`src/rtl/fp_mult_operand_loader.sv`:
```
`default_nettype none
// ============================================================================
// Module      : fp_mult_operand_loader
// Description : Sequential front-end for the combinational single-precision
//               multiplier. Assembles operands A and B from a byte stream,
//               drives them onto dataA/dataB, waits SETTLE_CYCLES edges,
//               captures dataR/casesspecial and presents the result on a
//               valid/ready port.
//               Optional macro FP_LOADER_LSB_FIRST_EN selects LSB-first byte
//               ordering (default is MSB-first).
// Revision    : 1.0 - initial release
// ============================================================================
module fp_mult_operand_loader #(
   parameter int SETTLE_CYCLES = 1
) (
   input  logic        clk,
   input  logic        reset_n,
   input  logic        abort,
   input  logic [7:0]  in_data,
   input  logic        in_valid,
   output logic        in_ready,
   output logic [31:0] dataA,
   output logic [31:0] dataB,
   input  logic [31:0] dataR,
   input  logic [3:0]  casesspecial,
   output logic [31:0] res_data,
   output logic [3:0]  res_special,
   output logic        res_valid,
   input  logic        res_ready,
   output logic        busy
);

   typedef enum logic [1:0] {
      LOAD_A = 2'd0,
      LOAD_B = 2'd1,
      SETTLE = 2'd2,
      OUTPUT = 2'd3
   } state_t;

   // Settle count value on which the multiplier output is sampled
   localparam logic [3:0] SETTLE_LAST = 4'(SETTLE_CYCLES - 1);

   state_t     state;
   state_t     state_next;
   logic [1:0] byte_cnt;
   logic [1:0] byte_cnt_next;
   logic [3:0] settle_cnt;
   logic [3:0] settle_cnt_next;
   logic       xfer;
   logic       shift_a;
   logic       shift_b;
   logic       capture;
   logic       release_res;

   // in_ready is only ever high in the load states, so this is the full handshake
   assign xfer = in_valid & in_ready;

   // Insert one byte into an operand word in the configured order
   function automatic logic [31:0] shift_in(input logic [31:0] cur, input logic [7:0] b);
`ifdef FP_LOADER_LSB_FIRST_EN
      return {b, cur[31:8]};
`else
      return {cur[23:0], b};
`endif
   endfunction

   // State and counter registers
   always_ff @(posedge clk) begin
      if (!reset_n) begin
         state      <= LOAD_A;
         byte_cnt   <= 2'd0;
         settle_cnt <= 4'd0;
      end else begin
         state      <= state_next;
         byte_cnt   <= byte_cnt_next;
         settle_cnt <= settle_cnt_next;
      end
   end

   // Next-state logic and datapath strobes; abort overrides everything
   always_comb begin
      state_next      = state;
      byte_cnt_next   = byte_cnt;
      settle_cnt_next = settle_cnt;
      shift_a         = 1'b0;
      shift_b         = 1'b0;
      capture         = 1'b0;
      release_res     = 1'b0;
      if (abort) begin
         state_next      = LOAD_A;
         byte_cnt_next   = 2'd0;
         settle_cnt_next = 4'd0;
      end else begin
         case (state)
            LOAD_A: begin
               if (xfer) begin
                  shift_a       = 1'b1;
                  byte_cnt_next = byte_cnt + 2'd1;
                  if (byte_cnt == 2'd3) begin
                     state_next = LOAD_B;
                  end
               end
            end
            LOAD_B: begin
               if (xfer) begin
                  shift_b       = 1'b1;
                  byte_cnt_next = byte_cnt + 2'd1;
                  if (byte_cnt == 2'd3) begin
                     state_next      = SETTLE;
                     settle_cnt_next = 4'd0;
                  end
               end
            end
            SETTLE: begin
               if (settle_cnt == SETTLE_LAST) begin
                  capture         = 1'b1;
                  state_next      = OUTPUT;
                  settle_cnt_next = 4'd0;
               end else begin
                  settle_cnt_next = settle_cnt + 4'd1;
               end
            end
            OUTPUT: begin
               if (res_ready) begin
                  release_res = 1'b1;
                  state_next  = LOAD_A;
               end
            end
            default: begin
               state_next = LOAD_A;
            end
         endcase
      end
   end

   // Registered outputs: operands, captured result and status flags
   always_ff @(posedge clk) begin
      if (!reset_n) begin
         dataA       <= 32'd0;
         dataB       <= 32'd0;
         res_data    <= 32'd0;
         res_special <= 4'd0;
         res_valid   <= 1'b0;
         in_ready    <= 1'b0;
         busy        <= 1'b0;
      end else begin
         in_ready <= (state_next == LOAD_A) || (state_next == LOAD_B);
         busy     <= !((state_next == LOAD_A) && (byte_cnt_next == 2'd0));
         if (abort) begin
            // Captured result survives an abort; operands do not
            dataA     <= 32'd0;
            dataB     <= 32'd0;
            res_valid <= 1'b0;
         end else begin
            if (shift_a) begin
               dataA <= shift_in(dataA, in_data);
            end
            if (shift_b) begin
               dataB <= shift_in(dataB, in_data);
            end
            if (capture) begin
               res_data    <= dataR;
               res_special <= casesspecial;
               res_valid   <= 1'b1;
            end else if (release_res) begin
               res_valid <= 1'b0;
            end
         end
      end
   end

endmodule
`default_nettype wire

```
`config.mk`:
```
export PLATFORM = sky130hd
export DESIGN_NAME = fp_mult_operand_loader
export DESIGN_NICKNAME = d
export VERILOG_FILES = /design/src/rtl/fp_mult_operand_loader.sv
export SDC_FILE = /design/constraint.sdc
export NUM_CORES = 1
export LEC_CHECK = 0
export ABC_AREA = 1
export BUFFER_PORTS_ARGS = -buffer_cell sky130_fd_sc_hd__buf_2
export CORE_UTILIZATION = 30
export CTS_CLUSTER_DIAMETER = 150
export DETAILED_ROUTE_END_ITERATION = 8
export SLEW_MARGIN = 20
export SYNTH_ARGS = -nofsm -noshare
export SYNTH_HDL_FRONTEND = slang
export SYNTH_SLANG_ARGS = --single-unit
```
`constraint.sdc`:
```
create_clock -name clk -period 2.1 [get_ports clk]
set_clock_uncertainty 0.15 [all_clocks]
set_input_delay 0.21 -clock clk [delete_from_list [all_inputs] [get_ports clk]]
set_output_delay 0.21 -clock clk [all_outputs]
set_load 0.02 [all_outputs]
```
[Yosys cells after proc, flatten, opt, wreduce, memory -nomap -nowiden]
Index checks and enable logic that the tools add are counted.
W data, S select, Z words.
Operators by class
  shift-type cells: 0
  $mul: 0
  reductions and logical operators: 13
  $lt $le $gt $ge: 0
  add/sub/neg operators: 2
  muxes and demuxes: 28
  div/mod/pow operators: 0
  equal/unequal tests: 7
  bitwise operators: 3
Operators by type and width (number)
  $mux W2: 10
  $mux W1: 13
  $mux W4: 3
  $pmux W2 S4: 1
  $pmux W4 S2: 1
  $eq A2 B2 Y1 const B: 3
  $logic_not A2 Y1: 3
  $add A4 B1 Y4 const B: 1
  $eq A2 B1 Y1 const B: 2
  $logic_not A4 Y1: 1
  $ne A2 B2 Y1 const B: 2
  $reduce_bool A2 Y1: 2
  $reduce_or A2 Y1: 2
  $reduce_and A3 Y1: 1
  $add A2 B1 Y2 const B: 1
  $not A1 Y1: 2
  $reduce_and A2 Y1: 1
  $and A1 B1 Y1: 1
  $logic_and A1 B1 Y1: 1
  $logic_not A1 Y1: 1
  $logic_or A1 B1 Y1: 1
Storage, ports and cells
  memories: 0
  output and inout bits: 103
  register bits after elaboration: 111
  ROM bits: 0
  logic and storage cells: 63
  input port bits: 49
  bits in writable memories: 0
  bits in latches: 0

[Logic depth before layout (Yosys ltp)]
  depth in word-level cells: 8
  gate-level depth with buffers: 8
  mapped depth without buffers: 8

[Least setup slack after synthesis]
Ideal clock, no wire load.
  path type: register to register
  start point: register settle_cnt[0]
  end point: register res_data[10]
  library setup time: 0.116 ns
  buffers on the path: 2
  cell stages (with the launch flop): 9
  setup slack: 0.653 ns
  data arrival time: 1.181 ns
  clock period less this slack: 1.447 ns
  data required time: 1.834 ns
  cell sequence: dfxtp_1 inv_1 ha_1 nand4_1 buf_4 clkinv_4 buf_6 nor2_1 nor2_1
Between the ends
  cells in the longest elaborated chain, start to end: 5
Ends and longest elaborated chain
  start, declared: RTL line 47  | logic [3:0] settle_cnt;
  start signal, assigned: RTL line 76  | settle_cnt <= settle_cnt_next;
  $logic_not A4 Y1: RTL line 115  | if (settle_cnt == SETTLE_LAST) begin
  $mux W1: RTL line 115
  $mux W1: RTL line 94  | case (state)
  $mux W1: RTL line 89  | if (abort) begin
  $reduce_and A2 Y1 (no source line)
  end signal, assigned: RTL line 162  | res_data <= dataR;
  end, declared: RTL line 26  | output logic [31:0] res_data,
Every way passes these cells.
A chain may end at the register's enable or synchronous reset.

[Worst setup path after layout]
  start point: register settle_cnt[0]
  end point: register res_data[3]
The elaborated chain is that of the path after synthesis.

==> flow_metrics.py <==
metrics = {
    "run_status": {
        "status": "finished, violations left",
        "violations": "hold timing",
    },
    "cells_and_area": {
        "diodes": 0,
        "drive_above_1_share_pct": 25.7,
        "syn_to_final_growth_pct": 40.6,
        "nets": 747,
        "final_cell_mix": "210 x nor2_1, 151 x buf_2, 111 x dfxtp_1, 103 x o21ai_0, 42 x dlygate4sd3_1",
        "fillers": 1303,
        "multiInputGateArea_um2": 1540,
        "final_area_um2": 5610,
        "regArea_um2": 2220,
        "layout_commonest_cell": "nor2_1",
    },
    "clock_tree": {
        "clk_pin_slew_ns": 0.08,
        "htreeDepth": 3,
        "clock_sinks": 111,
        "tritoncts": "done",
        "clk_latency_ns": 0.35,
        "cts-resized-gates": 0,
        "numCtsBuffers": 9,
        "cts_root_buffer": "clkbuf_16",
        "clock_path_buffers": 2,
        "ctsHoldBuffers": 42,
        "post-cts-setup-buffers": 0,
    },
    "hold_path": {
        "min_to": "dataB[4]",
        "worstHoldStart": "in_data[4]",
        "holdPathStages": 3,
        "hold_class": "in -> reg",
    },
    "grt": {
        "grt_util_met1_pct": 17.2,
        "grt_use_met3_pct": 4.38,
        "grt_use_total_pct": 14.9,
        "grt_pass1_wl_um": 15900,
        "grt_antenna_before_repair": 0,
        "top_usage_layer": "met2",
        "grt_util_met2_pct": 25.3,
        "grt_remaining_overflow": 0,
        "grt_max_degree": 69,
        "grt_pass1_vias": 3431,
    },
    "timing": {
        "hold_ws_ns": -0.000189,
        "maxSlewViolCount": 0,
        "fmax_ghz": 0.608,
        "min_period_over_period_pct": 78.3,
        "tns_ns": 0,
        "worstMarginPinSlew_ns": 0.527,
        "min_period_ns": 1.64,
        "slew_headroom_pct": 64.8,
        "fin_ws_ns": 0.456,
        "hold_viol": 1,
        "rsz0062_at_grt": "no",
        "finalSetupViolCount": 0,
    },
    "worst_setup_path": {
        "worstPathMaxFanout": 36,
        "crit_path_start_kind": "flip-flop",
        "rr_worst_depth": 6,
        "required_ns": 2.19,
        "timing.rr.end": "res_data[3]",
        "r2r_slack_ns": 0.46,
        "worstReg2RegStart": "settle_cnt[0]",
        "cp-end-kind": "flip-flop",
        "arrival_ns": 1.73,
        "worst-setup-path-type": "reg -> reg",
    },
    "floorplanning": {
        "initial_core_util_pct": 31.2,
        "die_y_um": 117,
        "core_region_area_um2": 12800,
        "dieArea_um2": 13800,
        "dieWidth_um": 117,
        "pin_count": 152,
        "num_rows": 41,
    },
    "yosys": {
        "syn_area_um2": 3990,
        "synth_nets": 566,
        "yosysSeqAreaShare_pct": 55.7,
        "synthDistinctLibCells": 21,
        "ys_seq_elements": 111,
        "yosys_warnings": 0,
        "syn_avg_cell_area_um2": 7.76,
        "synthCells": 514,
    },
    "routing": {
        "drt_drc_violations_left": 0,
        "drt_wl_total_um": 10200,
        "dr_total_vias": 3871,
        "ant_nets": 0,
        "wl_per_cell_um": 11.7,
        "initialDrtViolationCount": 221,
        "firstDrtPassIters": 4,
        "vias_per_cell": 4.44,
    },
    "power": {
        "pwr-share-clk_pct": 42.6,
        "switchingPower_w": 0.000955,
        "switching_share_pct": 22.8,
        "ir_worst_vdd_mv": 0.341,
        "power-per-cell-area_nw_per_um2": 747,
        "pwr-share-comb_pct": 6.5,
        "intPower_w": 0.00323,
        "pwr-share-seq_pct": 50.9,
        "p_total_w": 0.00419,
        "p_leak_nw": 2.52,
    },
    "place": {
        "portBuffers": 151,
        "hpwl_um": 6690,
        "gp_congestion": 0.760,
        "post-place-ws_ns": 0.444,
        "placed_cell_area_um2": 4870,
    },
    "run": {
        "maxCapViolCount": 0,
    },
}
==> power by group through the flow <==
stage          Sequential (W)  Clock (W)  Combinational, W
2_1_floorplan         0.00220          0          0.000101
3_3_place_gp          0.00218          0          0.000208
3_5_place_dp          0.00218          0          0.000212
4_1_cts               0.00213    0.00184          0.000272
5_1_grt               0.00213    0.00194          0.000305
6_report              0.00213    0.00179          0.000272
==> state kept, by name, indices dropped and copies added (netlist names) <==
| register | flops |
|---|---|
| busy | 1 |
| res_valid | 1 |
| byte_cnt | 2 |
| dataB | 32 |
| settle_cnt | 4 |
| dataA | 32 |
| res_special | 4 |
| in_ready | 1 |
| res_data | 32 |
| state | 2 |
==> how the worst max path moves through the flow <==
| stage | to | startpoint | slack, ns | cells past startpoint |
|---|---|---|---|---|
| finish | res_data[3] | settle_cnt[0] | 0.46 | 6 |
| global route | res_special[1] | settle_cnt[0] | 0.29 | 6 |
| CTS | res_data[12] | settle_cnt[0] | 0.43 | 6 |
| detailed placement | res_data[12] | settle_cnt[0] | 0.44 | 6 |
| global placement | res_data[1] | settle_cnt[0] | 0.50 | 6 |
| floorplan | res_data[10] | settle_cnt[0] | 0.65 | 8 |
==> cell type report <==
class                      instances  share of cell area [%]
sequential                       111                    39.6
multi-input combinational        355                    27.5
timing repair buffer             200                    22.1
clock buffer                      10                    4.26
tap                              172                    3.84
clock inverter                     6                    1.36
inverter                          18                    1.29
==> cell families after synthesis <==
group	after synthesis	share of synthesized area, %
flip-flops	111	55.7
AND/OR/NAND/NOR	241	23.4
AO/OA/AOI/OAI	109	13.7
buffers and inverters	48	5.84
XOR/XNOR	2	0.440
adder cells (fa/ha/maj)	3	0.942
==> through the flow <==
step / cells / utilization (%)
2_1_floorplan: 514 / -
3_3_place_gp: 814 / 38.1
3_5_place_dp: 814 / 38.1
4_1_cts: 872 / 43.9
5_1_grt: 872 / 43.9
6_report: 872 / 43.9
==> critical path, cell delays in order, from the launching register on <==
cell and delay [ns]:
dfxtp_1 0.37, inv_1 0.08, ha_1 0.21, nand4_1 0.21, clkinv_4 0.27, nor2_1 0.16
nor2_1 0.07
==> cell usage after synthesis (all sizes together) <==
cell type	number	area, um^2
or2	1	6.26
o21ai	103	515
dfxtp	111	2220
nand3	11	55.1
nor2	212	803
ha	3	37.5
xnor2	1	8.76
nand4	1	6.26
xor2	1	8.76
nand2	16	60.1
a21oi	6	30.0
inv	17	63.8
clkbuf	16	62.6
buf	14	97.6
clkinv	1	8.76
==> metal layers <==
layer  wire length (um)  up-vias
li1                   -     2002
met5                  0        -
met4                158        0
met3                754       13
met1               4430     1728
met2               4830      128
(Power assumes the default switching activity.)
